### config.mk
export PLATFORM = sky130hd
export DESIGN_NAME = pht_ctrl
export DESIGN_NICKNAME = d
export VERILOG_FILES = /design/src/rtl/bp_pkg.sv /design/src/rtl/counter2.sv /design/src/rtl/pht_ctrl.sv
export SDC_FILE = /design/constraint.sdc
export NUM_CORES = 1
export LEC_CHECK = 0
export CAP_MARGIN = 20
export CORE_ASPECT_RATIO = 1.5
export CORE_UTILIZATION = 45
export CTS_BUF_LIST = sky130_fd_sc_hd__clkbuf_8
export CTS_CLUSTER_SIZE = 30
export DETAILED_ROUTE_END_ITERATION = 7
export SYNTH_ARGS = -nofsm -noshare
export SYNTH_HDL_FRONTEND = slang
export SYNTH_SLANG_ARGS = --single-unit
### constraint.sdc
create_clock -name clk -period 4.6 [get_ports clk]
set_input_delay 0.92 -clock clk [delete_from_list [all_inputs] [get_ports clk]]
set_output_delay 0.92 -clock clk [all_outputs]
set_load 0.01 [all_outputs]
### src/rtl/bp_pkg.sv
// rtl/bp_pkg.sv - shared branch-predictor encodings and FSM state type
package bp_pkg;

  localparam logic [1:0] SNT = 2'b00;
  localparam logic [1:0] WNT = 2'b01;
  localparam logic [1:0] WT  = 2'b10;
  localparam logic [1:0] ST  = 2'b11;

  localparam logic NT = 1'b0;
  localparam logic T  = 1'b1;

  typedef enum logic {
    INIT = 1'b0,
    RUN  = 1'b1
  } pht_state_e;

endpackage

### src/rtl/counter2.sv
// rtl/counter2.sv - 2-bit saturating counter next-state
module counter2
  import bp_pkg::*;
(
  input  logic [1:0] i_cnt,
  input  logic       i_taken,
  output logic [1:0] o_next
);

  always_comb begin
    o_next = i_cnt;
    if (i_taken == T) begin
      if (i_cnt != ST) o_next = i_cnt + 2'd1;
    end else if (i_taken == NT) begin
      if (i_cnt != SNT) o_next = i_cnt - 2'd1;
    end
  end

endmodule

### src/rtl/pht_ctrl.sv
// rtl/pht_ctrl.sv - pattern history table with init sweep, update queue and 2-stage train pipeline
module pht_ctrl
  import bp_pkg::*;
#(
  parameter int IDX_W   = 6,
  parameter int Q_DEPTH = 4
) (
  input  logic             clk,
  input  logic             resetn,
  input  logic             flush_req,
  input  logic             pred_req,
  input  logic [IDX_W-1:0] pred_index,
  output logic             pred_resp_valid,
  output logic             pred_taken,
  output logic [1:0]       pred_state,
  input  logic             upd_valid,
  input  logic [IDX_W-1:0] upd_index,
  input  logic             upd_taken,
  output logic             upd_ready,
  output logic             busy
);

  localparam int DEPTH = 1 << IDX_W;
  localparam int QA_W  = $clog2(Q_DEPTH);
  localparam int CNT_W = QA_W + 1;

  pht_state_e       r_state, w_state_nxt;
  logic [IDX_W-1:0] r_sweep_idx, w_sweep_nxt;
  logic [1:0]       r_table [DEPTH];

  logic [IDX_W-1:0] r_q_idx [Q_DEPTH];
  logic [Q_DEPTH-1:0] r_q_tk;
  logic [QA_W-1:0]  r_wp, r_rp;
  logic [CNT_W-1:0] r_cnt;
  logic             w_push, w_pop;
  logic [IDX_W-1:0] w_pop_idx;
  logic [1:0]       w_pop_old;

  logic             r_s1_valid;
  logic [IDX_W-1:0] r_s1_idx;
  logic             r_s1_tk;
  logic [1:0]       r_s1_old;
  logic [1:0]       w_s2_next;

  logic             w_wr_en;
  logic [IDX_W-1:0] w_wr_idx;
  logic [1:0]       w_wr_data;

  logic             r_pred_valid;
  logic [1:0]       r_pred_state;

  always_comb begin
    w_state_nxt = r_state;
    w_sweep_nxt = r_sweep_idx;
    case (r_state)
      INIT: begin
        if (flush_req) begin
          w_sweep_nxt = '0;
        end else begin
          w_sweep_nxt = r_sweep_idx + IDX_W'(1);
          if (r_sweep_idx == IDX_W'(DEPTH - 1)) w_state_nxt = RUN;
        end
      end
      RUN: begin
        if (flush_req) begin
          w_state_nxt = INIT;
          w_sweep_nxt = '0;
        end
      end
      default: begin
        w_state_nxt = INIT;
        w_sweep_nxt = '0;
      end
    endcase
  end

  always_ff @(posedge clk or negedge resetn) begin
    if (!resetn) begin
      r_state     <= INIT;
      r_sweep_idx <= '0;
    end else begin
      r_state     <= w_state_nxt;
      r_sweep_idx <= w_sweep_nxt;
    end
  end

  // S2: next counter value from the S1 snapshot; a flush at the same edge drops the write
  counter2 u_counter2 (
    .i_cnt   (r_s1_old),
    .i_taken (r_s1_tk),
    .o_next  (w_s2_next)
  );

  always_comb begin
    w_wr_en   = 1'b0;
    w_wr_idx  = r_s1_idx;
    w_wr_data = w_s2_next;
    if (r_state == INIT) begin
      w_wr_en   = 1'b1;
      w_wr_idx  = r_sweep_idx;
      w_wr_data = WNT;
    end else if (r_s1_valid && !flush_req) begin
      w_wr_en   = 1'b1;
    end
  end

  always_ff @(posedge clk) begin
    if (w_wr_en) r_table[w_wr_idx] <= w_wr_data;
  end

  assign upd_ready = (r_cnt < CNT_W'(Q_DEPTH));
  assign w_push    = upd_valid && upd_ready;
  assign w_pop     = (r_state == RUN) && (r_cnt != '0) && !flush_req;
  assign w_pop_idx = r_q_idx[r_rp];
  // Entry ahead in S2 writes at the pop edge, so its result is forwarded instead of the stale table
  assign w_pop_old = (r_s1_valid && (r_s1_idx == w_pop_idx)) ? w_s2_next : r_table[w_pop_idx];

  always_ff @(posedge clk) begin
    if (w_push) begin
      r_q_idx[r_wp] <= upd_index;
      r_q_tk[r_wp]  <= upd_taken;
    end
  end

  always_ff @(posedge clk or negedge resetn) begin
    if (!resetn) begin
      r_wp  <= '0;
      r_rp  <= '0;
      r_cnt <= '0;
    end else if (flush_req) begin
      r_wp  <= '0;
      r_rp  <= '0;
      r_cnt <= '0;
    end else begin
      if (w_push) r_wp <= r_wp + QA_W'(1);
      if (w_pop)  r_rp <= r_rp + QA_W'(1);
      r_cnt <= r_cnt + CNT_W'(w_push) - CNT_W'(w_pop);
    end
  end

  always_ff @(posedge clk or negedge resetn) begin
    if (!resetn) begin
      r_s1_valid <= 1'b0;
      r_s1_idx   <= '0;
      r_s1_tk    <= 1'b0;
      r_s1_old   <= WNT;
    end else begin
      r_s1_valid <= w_pop;
      if (w_pop) begin
        r_s1_idx <= w_pop_idx;
        r_s1_tk  <= r_q_tk[r_rp];
        r_s1_old <= w_pop_old;
      end
    end
  end

  always_ff @(posedge clk or negedge resetn) begin
    if (!resetn) begin
      r_pred_valid <= 1'b0;
      r_pred_state <= WNT;
    end else begin
      r_pred_valid <= pred_req;
      if (pred_req) begin
        if (r_state == INIT)
          r_pred_state <= WNT;
        else if (w_wr_en && (w_wr_idx == pred_index))
          r_pred_state <= w_wr_data;
        else
          r_pred_state <= r_table[pred_index];
      end
    end
  end

  assign pred_resp_valid = r_pred_valid;
  assign pred_state      = r_pred_state;
  assign pred_taken      = r_pred_state[1];
  assign busy            = (r_state == INIT);

endmodule

==> results of run 1 <==
==> sequential cells by signal, summed over array words and instances, names as in the netlist <==
| signal | count |
|---|---|
| pred_resp_valid | 1 |
| r_q_idx | 24 |
| r_wp | 2 |
| r_state | 1 |
| r_q_tk | 4 |
| r_s1_idx | 6 |
| r_s1_tk | 1 |
| pred_state | 2 |
| r_s1_old | 2 |
| r_rp | 2 |
| r_sweep_idx | 6 |
| r_s1_valid | 1 |
| r_cnt | 3 |
| r_table | 128 |
==> layout by cell type (no fill, tap or decap), types with 6 or more instances in the layout <==
cell             instances
o21ai_0                  8
mux2_2                   6
dfrtp_1                 25
mux2i_1                 72
nor2_1                  97
xnor2_1                 14
mux4_2                  55
ha_1                     7
edfxtp_1               156
clkbuf_8                17
buf_4                   15
inv_1                   15
nor2b_1                  9
xor2_1                   8
clkdlybuf4s50_1         22
nand2_1                 48
nand3_1                 13
==> worst max-delay path by stage <==
stage,startpoint,endpoint,cells after the start
2_1_floorplan,pred_index[1],pred_state[0],8
3_3_place_gp,flush_req,r_cnt[2],11
3_5_place_dp,flush_req,r_cnt[2],11
4_1_cts,flush_req,r_cnt[2],11
5_1_grt,flush_req,r_cnt[2],11
6_report,flush_req,r_cnt[2],11
==> critical path: cells and delay by family <==
family	cells	cell delay, ns
adders and majority gates	3	0.87
buffers and inverters	5	1.37
and+or+nand+nor	2	0.35
xor gates and xnor gates	1	0.17
==> layer usage <==
layer / up-vias / share of wire / track usage / wire length [microns]
met1: 2776 / 0.38 / 0.256 / 8390
met5: - / 0 / 0 / 0
li1: 2418 / - / - / -
met2: 174 / 0.54 / 0.412 / 12000
met4: 0 / 0.037 / 0.113 / 818
met3: 50 / 0.047 / 0.0425 / 1060
==> logic make-up after synthesis <==
logic type               Yosys count
XOR/XNOR                          22
multiplexers                     134
buffers and inverters             50
AND/OR/NAND/NOR                  191
AO/OA/AOI/OAI                     38
flip-flops                       183
adder cells (fa/ha/maj)            9
==> power breakdown <==
group	internal (uW)	switching [uW]
clock network	529	574
registers	1850	35.1
logic	266	385
==> metrics by stage <==
stage                     std cells  hold WS, ns  total power (uW)
after floorplan                 627        0.446              2360
after global placement          889        0.462              2560
after detailed placement        889        0.471              2570
after CTS                       920        0.492              3650
after global routing            922        0.520              3760
final                           922        0.485              3630
==> cell type report <==
class | instances | area [sq um]
repair buffers | 39 | 358
well taps | 260 | 325
flip-flops and latches | 183 | 5360
clock buffers | 17 | 234
clock inverters | 14 | 160
fillers | 1698 | 9780
multi-input cells | 394 | 3430
inverters | 15 | 56.3
==> impl_metrics.csv, run 1 <==
group,metric,value,unit
status,outcome,"complete, but fails checks",
status,violations,"design-rule violations",
drt,ant_nets,0,
synth,synth_compound_area_frac,0.0279,
placed_design,dp_slack,0.763,ns
power_and_ir_drop,vdd.ir_drop.worst,0.000195,V
synth,yosysSeqAreaShare,0.595,
worst_hold_path,hold_class,"flop to flop",
sta,finalMaxSlewViolations,0,
placed_design,placed_cell_area,9520,sq um
worst_setup_path,endpoint_kind,"flop",
synth,yosys.area_share.simple,0.0910,
sta,timing.fmax,0.299,GHz
clock_tree,hold_buffers,0,
sta,worstMarginPinSlew,1.09,ns
placed_design,hpwlAfterDp,15.2,mm
synth,synth_area_leaders,"edfxtp_1 52%, mux4_2 14%, mux2i_1 8.1%",
synth,synth_top_family_by_area,"multiplexers",
synth,yosysUniqueCellTypes,50,
clock_tree,ctsHtreeMaxLevel,4,
worst_setup_path,ff2ff_path_depth,8,
global_routing,grt_use_total,0.227,
worst_setup_path,r2r_setup_slack,1.37,ns
floorplanning,die_w,118,microns
synth,synthMuxAreaShare,0.226,
sta,slew_headroom,0.274,
synth,synth_area,9020,sq um
placed_design,io_buffers,23,
synth,synth_top_area_frac,0.519,
cells_and_area,drive_gt1_frac,0.166,
worst_setup_path,critPathSlowestCell,"clkdlybuf4s50_1",
synth,syn_inst,627,
drt,viasPerCell,5.88,
cells_and_area,diodes,0,
global_routing,grt_pass1_vias,5689,
flow_run,cap_violations,0,
cells_and_area,nNetsFinal,676,
worst_setup_path,worstReg2RegEnd,"r_s1_old[1]",
sta,setup_tns,0,ns
clock_tree,clkTransAtPathRegs,0.08,ns
synth,synth_top_area_cell,"edfxtp_1",
worst_setup_path,r2r_start,"r_rp[0]",
worst_setup_path,worst-setup-path-type,"input pin to flop",
cells_and_area,area_growth,10.1,%
sta,fin_skew,0.0117,ns
sta,hold_viol_final,0,
clock_tree,numCtsBuffers,17,
drt,via_count,5418,
worst_setup_path,cp_common_cell,"inv_1",
floorplanning,start_util,0.458,
synth,synth_common_cells,"156 x edfxtp_1, 97 x nor2_1, 73 x mux2i_1",
drt,wirelength,22.2,mm
worst_setup_path,cp.required,4.94,ns
power_and_ir_drop,p_per_area,366,nW/um^2
global_routing,grt-ovfl-total,0,
worst_setup_path,worstPathArrival,3.68,ns
drt,first_pass_iters,7,
sta,fin_crit,3.35,ns
worst_setup_path,path_cells,"clkdlybuf4s50_1, inv_1, nand2b_1, clkinv_1, ha_1, inv_1, ha_1, inv_1, fa_1, xnor2_1, nor2_1",
worst_hold_path,hp-start,"r_s1_idx[5]",
synth,synthArstFlopShare,0.148,
worst_setup_path,slowest_delay,0.80,ns
sta,setup_viol,0,
synth,synth_edf_count,156,
cells_and_area,finish.utilization,0.504,
cells_and_area,final_area,9930,sq um
synth,syn_area_per_cell,14.4,sq um
synth,ys_ff_latch,183,
synth,synthFlopType,"edfxtp_1",
clock_tree,clk_latency,0.48,ns
floorplanning,core,19700,sq um
drt,route.detailed.drc,2,
power_and_ir_drop,leakage,0.00333,uW
sta,rsz0062_at_grt,"no",
clock_tree,postCtsSetupBuffers,0,
global_routing,grt_pass1_wl,34.0,mm
clock_tree,cts_sinks,183,
sta,timing.final.ws_setup,1.25,ns
floorplanning,rows,63,
sta,fin_crit_sh,0.727,
clock_tree,cts_tree,"done",
worst_hold_path,worstHoldEndpoint,"r_s1_idx[5]",
clock_tree,cts_resized,0,
worst_hold_path,holdPathStages,2,
floorplanning,ioPinCount,24,
worst_setup_path,cp-start-kind,"input pin",
synth,yosys_warnings,0,
floorplanning,die_h,175,microns
placed_design,place_congestion,0.852,
drt,drtIter0Drc,435,
synth,synthAdderAreaFrac,0.0130,
synth,synth-xor-area-share,0.0214,
clock_tree,clk_path_buf_depth,2,
clock_tree,cts_root_buffer,"clkbuf_8",
global_routing,antenna_found_initial,0,
floorplanning,dieArea,20600,sq um
synth,synth_nets,653,
global_routing,grt_start_max_net_pins,65,
drt,wl_per_cell,24.1,microns
worst_setup_path,cp_max_fo,15,
synth,synth.most_common_cell,"edfxtp_1",
Power figures use the tool's default switching activity.
==> run 2: changes to the inputs <==
==> constraint.sdc (replaced) <==
create_clock -name clk -period 3.4 [get_ports clk]
set_input_delay 0.68 -clock clk [delete_from_list [all_inputs] [get_ports clk]]
set_output_delay 0.68 -clock clk [all_outputs]
set_load 0.01 [all_outputs]
==> run 2 against run 1 <==
The flow now finishes without violations. Largest power group unchanged. Critical endpoint is now r_s1_old[0]. Sequential power is 35% higher. Utilization grew 0.43 points. Sequential cell count stayed put. Global-route usage is 0.41 points higher. Setup slack worse by 0.95 ns.
==> impl_metrics.csv, run 2 (synthesized netlist as in run 1, its figures left out) <==
group,metric,value,unit
global_routing,grt_pass1_vias,5708,
drt,route.detailed.drc,0,
clock_tree,ctsHtreeMaxLevel,4,
cells_and_area,regArea,5360,sq um
sta,fin_skew,0.0124,ns
drt,ant_nets,0,
sta,fin_crit_sh,0.911,
cells_and_area,num-fill-cells,1670,
cells_and_area,layout_commonest_cell,"edfxtp_1",
worst_setup_path,r2r_setup_slack,0.30,ns
worst_hold_path,hold_class,"flop to flop",
worst_setup_path,cp_common_cell,"buf_4",
global_routing,grt_use_total,0.232,
placed_design,hpwlAfterDp,15.7,mm
worst_setup_path,ff2ff_path_depth,9,
worst_setup_path,worstReg2RegEnd,"r_s1_old[0]",
worst_setup_path,cp.required,3.80,ns
worst_setup_path,worst-path-buf-inv,3,
worst_setup_path,endpoint,"r_s1_old[0]",
worst_setup_path,r2r_start,"r_rp[0]",
worst_setup_path,critPathTopFamily,"compound AO/OA/AOI/OAI gates",
worst_setup_path,path_cells,"mux4_2, inv_1, buf_4, nor2_1, o41ai_1, buf_4, o32ai_1, a32oi_1, a31oi_1",
floorplanning,die_w,118,microns
cells_and_area,regMostFlops,"r_table",
cells_and_area,multi_input_area,3430,sq um
cells_and_area,final_cell_mix,"156 x edfxtp_1, 97 x nor2_1, 72 x mux2i_1, 55 x mux4_2, 48 x nand2_1",
cells_and_area,nNetsFinal,687,
worst_hold_path,holdPathStages,2,
sta,finalMaxSlewViolations,0,
clock_tree,clkTransAtPathRegs,0.09,ns
power_and_ir_drop,vdd.ir_drop.worst,0.000249,V
sta,slew_headroom,0.471,
cells_and_area,largest_reg_flops,128,
cells_and_area,reg.largest.list,"r_table: 128 flops, r_q_idx: 24 flops",
sta,setup_tns,0,ns
cells_and_area,area_growth,11.1,%
clock_tree,clk_latency,0.48,ns
floorplanning,dieArea,20600,sq um
global_routing,grt_start_max_net_pins,65,
clock_tree,postCtsSetupBuffers,0,
drt,wirelength,22.5,mm
drt,first_pass_iters,7,
worst_setup_path,slowest_delay,0.80,ns
clock_tree,hold_buffers,0,
drt,via_count,5456,
cells_and_area,drive_gt1_frac,0.177,
sta,fin_crit,3.10,ns
status,outcome,"finished, final reports clean",
worst_setup_path,worst-setup-path-type,"flop to flop",
global_routing,antenna_found_initial,0,
clock_tree,cts_root_buffer,"clkbuf_8",
worst_setup_path,crit_start,"r_rp[0]",
global_routing,grt_pass1_wl,34.5,mm
placed_design,place_congestion,0.826,
clock_tree,numCtsBuffers,17,
worst_setup_path,worstPathArrival,3.49,ns
drt,viasPerCell,5.84,
flow_run,cap_violations,0,
power_and_ir_drop,leakage,0.00337,uW
clock_tree,clk_path_buf_depth,2,
sta,setup_viol,0,
floorplanning,rows,63,
sta,timing.fmax,0.323,GHz
sta,hold_viol_final,0,
worst_setup_path,worstSetupPathDepth,9,
floorplanning,ioPinCount,24,
floorplanning,die_h,175,microns
clock_tree,cts_sinks,183,
cells_and_area,diodes,0,
worst_setup_path,cp-start-kind,"flop",
floorplanning,core,19700,sq um
power_and_ir_drop,p_per_area,477,nW/um^2
worst_setup_path,critPathSlowestCell,"mux4_2",
worst_setup_path,cp_max_fo,15,
drt,drtIter0Drc,441,
sta,worstMarginPinSlew,0.791,ns
sta,rsz0062_at_grt,"no",
drt,wl_per_cell,24.1,microns
clock_tree,cts_resized,0,
clock_tree,cts_tree,"done",
placed_design,io_buffers,23,
floorplanning,start_util,0.458,
sta,whs,0.490,ns
worst_setup_path,endpoint_kind,"flop",
global_routing,grt-ovfl-total,0,
## run 2: cell count changes in the layout (fill, tap and decap cells not counted)
cell	delta
clkinv_1	+2
clkinv_2	-1
inv_1	+1
buf_12	+4
buf_4	+7
clkinvlp_4	+2
inv_6	+1
clkinv_4	-2
bufinv_16	-2
## run 2: where the power goes
part | total [uW] | leakage, uW | switching [uW] | internal (uW)
Clock | 1320 | 0.000167 | 759 | 564
Combinational | 912 | 0.00151 | 527 | 385
Sequential | 2540 | 0.00169 | 44.1 | 2500
## run 2: how the worst min path moves through the flow
stage                     slack (ns)        start         endpoint
after global routing            0.51  r_s1_idx[5]      r_s1_idx[5]
after detailed placement        0.47  r_s1_idx[5]      r_s1_idx[5]
after CTS                       0.49  r_s1_idx[5]      r_s1_idx[5]
after global placement          0.46  r_s1_idx[2]      r_s1_idx[2]
after floorplan                 0.38       resetn  pred_resp_valid
final                           0.49  r_s1_idx[5]      r_s1_idx[5]
## run 2: routing by layer
metal / part of all wire / vias up / track usage
met3: 0.046 / 57 / 0.0468
met5: 0 / - / 0
met1: 0.38 / 2773 / 0.259
met2: 0.54 / 187 / 0.419
li1: - / 2439 / -
met4: 0.036 / 0 / 0.114
## run 2: through the flow
step	total power [uW]	worst slack, ns	cell area [sq um]	utilization	instances
5_1_grt	4960	0.208	10000	0.508	934
4_1_cts	4810	0.307	10000	0.508	934
2_1_floorplan	3200	0.128	9020	-	627
6_report	4780	0.304	10000	0.508	934
3_3_place_gp	3480	0.108	9670	0.491	902
3_5_place_dp	3510	0.0942	9670	0.491	902
## run 2: final cells by class
type / instances / share of cell area
Clock inverter: 15 / 0.0112
Clock buffer: 17 / 0.0234
Inverter: 15 / 0.00562
Sequential cell: 183 / 0.535
Tap cell: 260 / 0.0325
Multi-Input combinational cell: 394 / 0.343
Timing Repair Buffer: 50 / 0.0490
## run 2: worst reg2reg max path, cell delays in order (launching register included)
cell and delay, ns:
dfrtp_1 0.55, mux4_2 0.80, inv_1 0.17, buf_4 0.21
nor2_1 0.07, o41ai_1 0.56, buf_4 0.21, o32ai_1 0.07
a32oi_1 0.26, a31oi_1 0.12
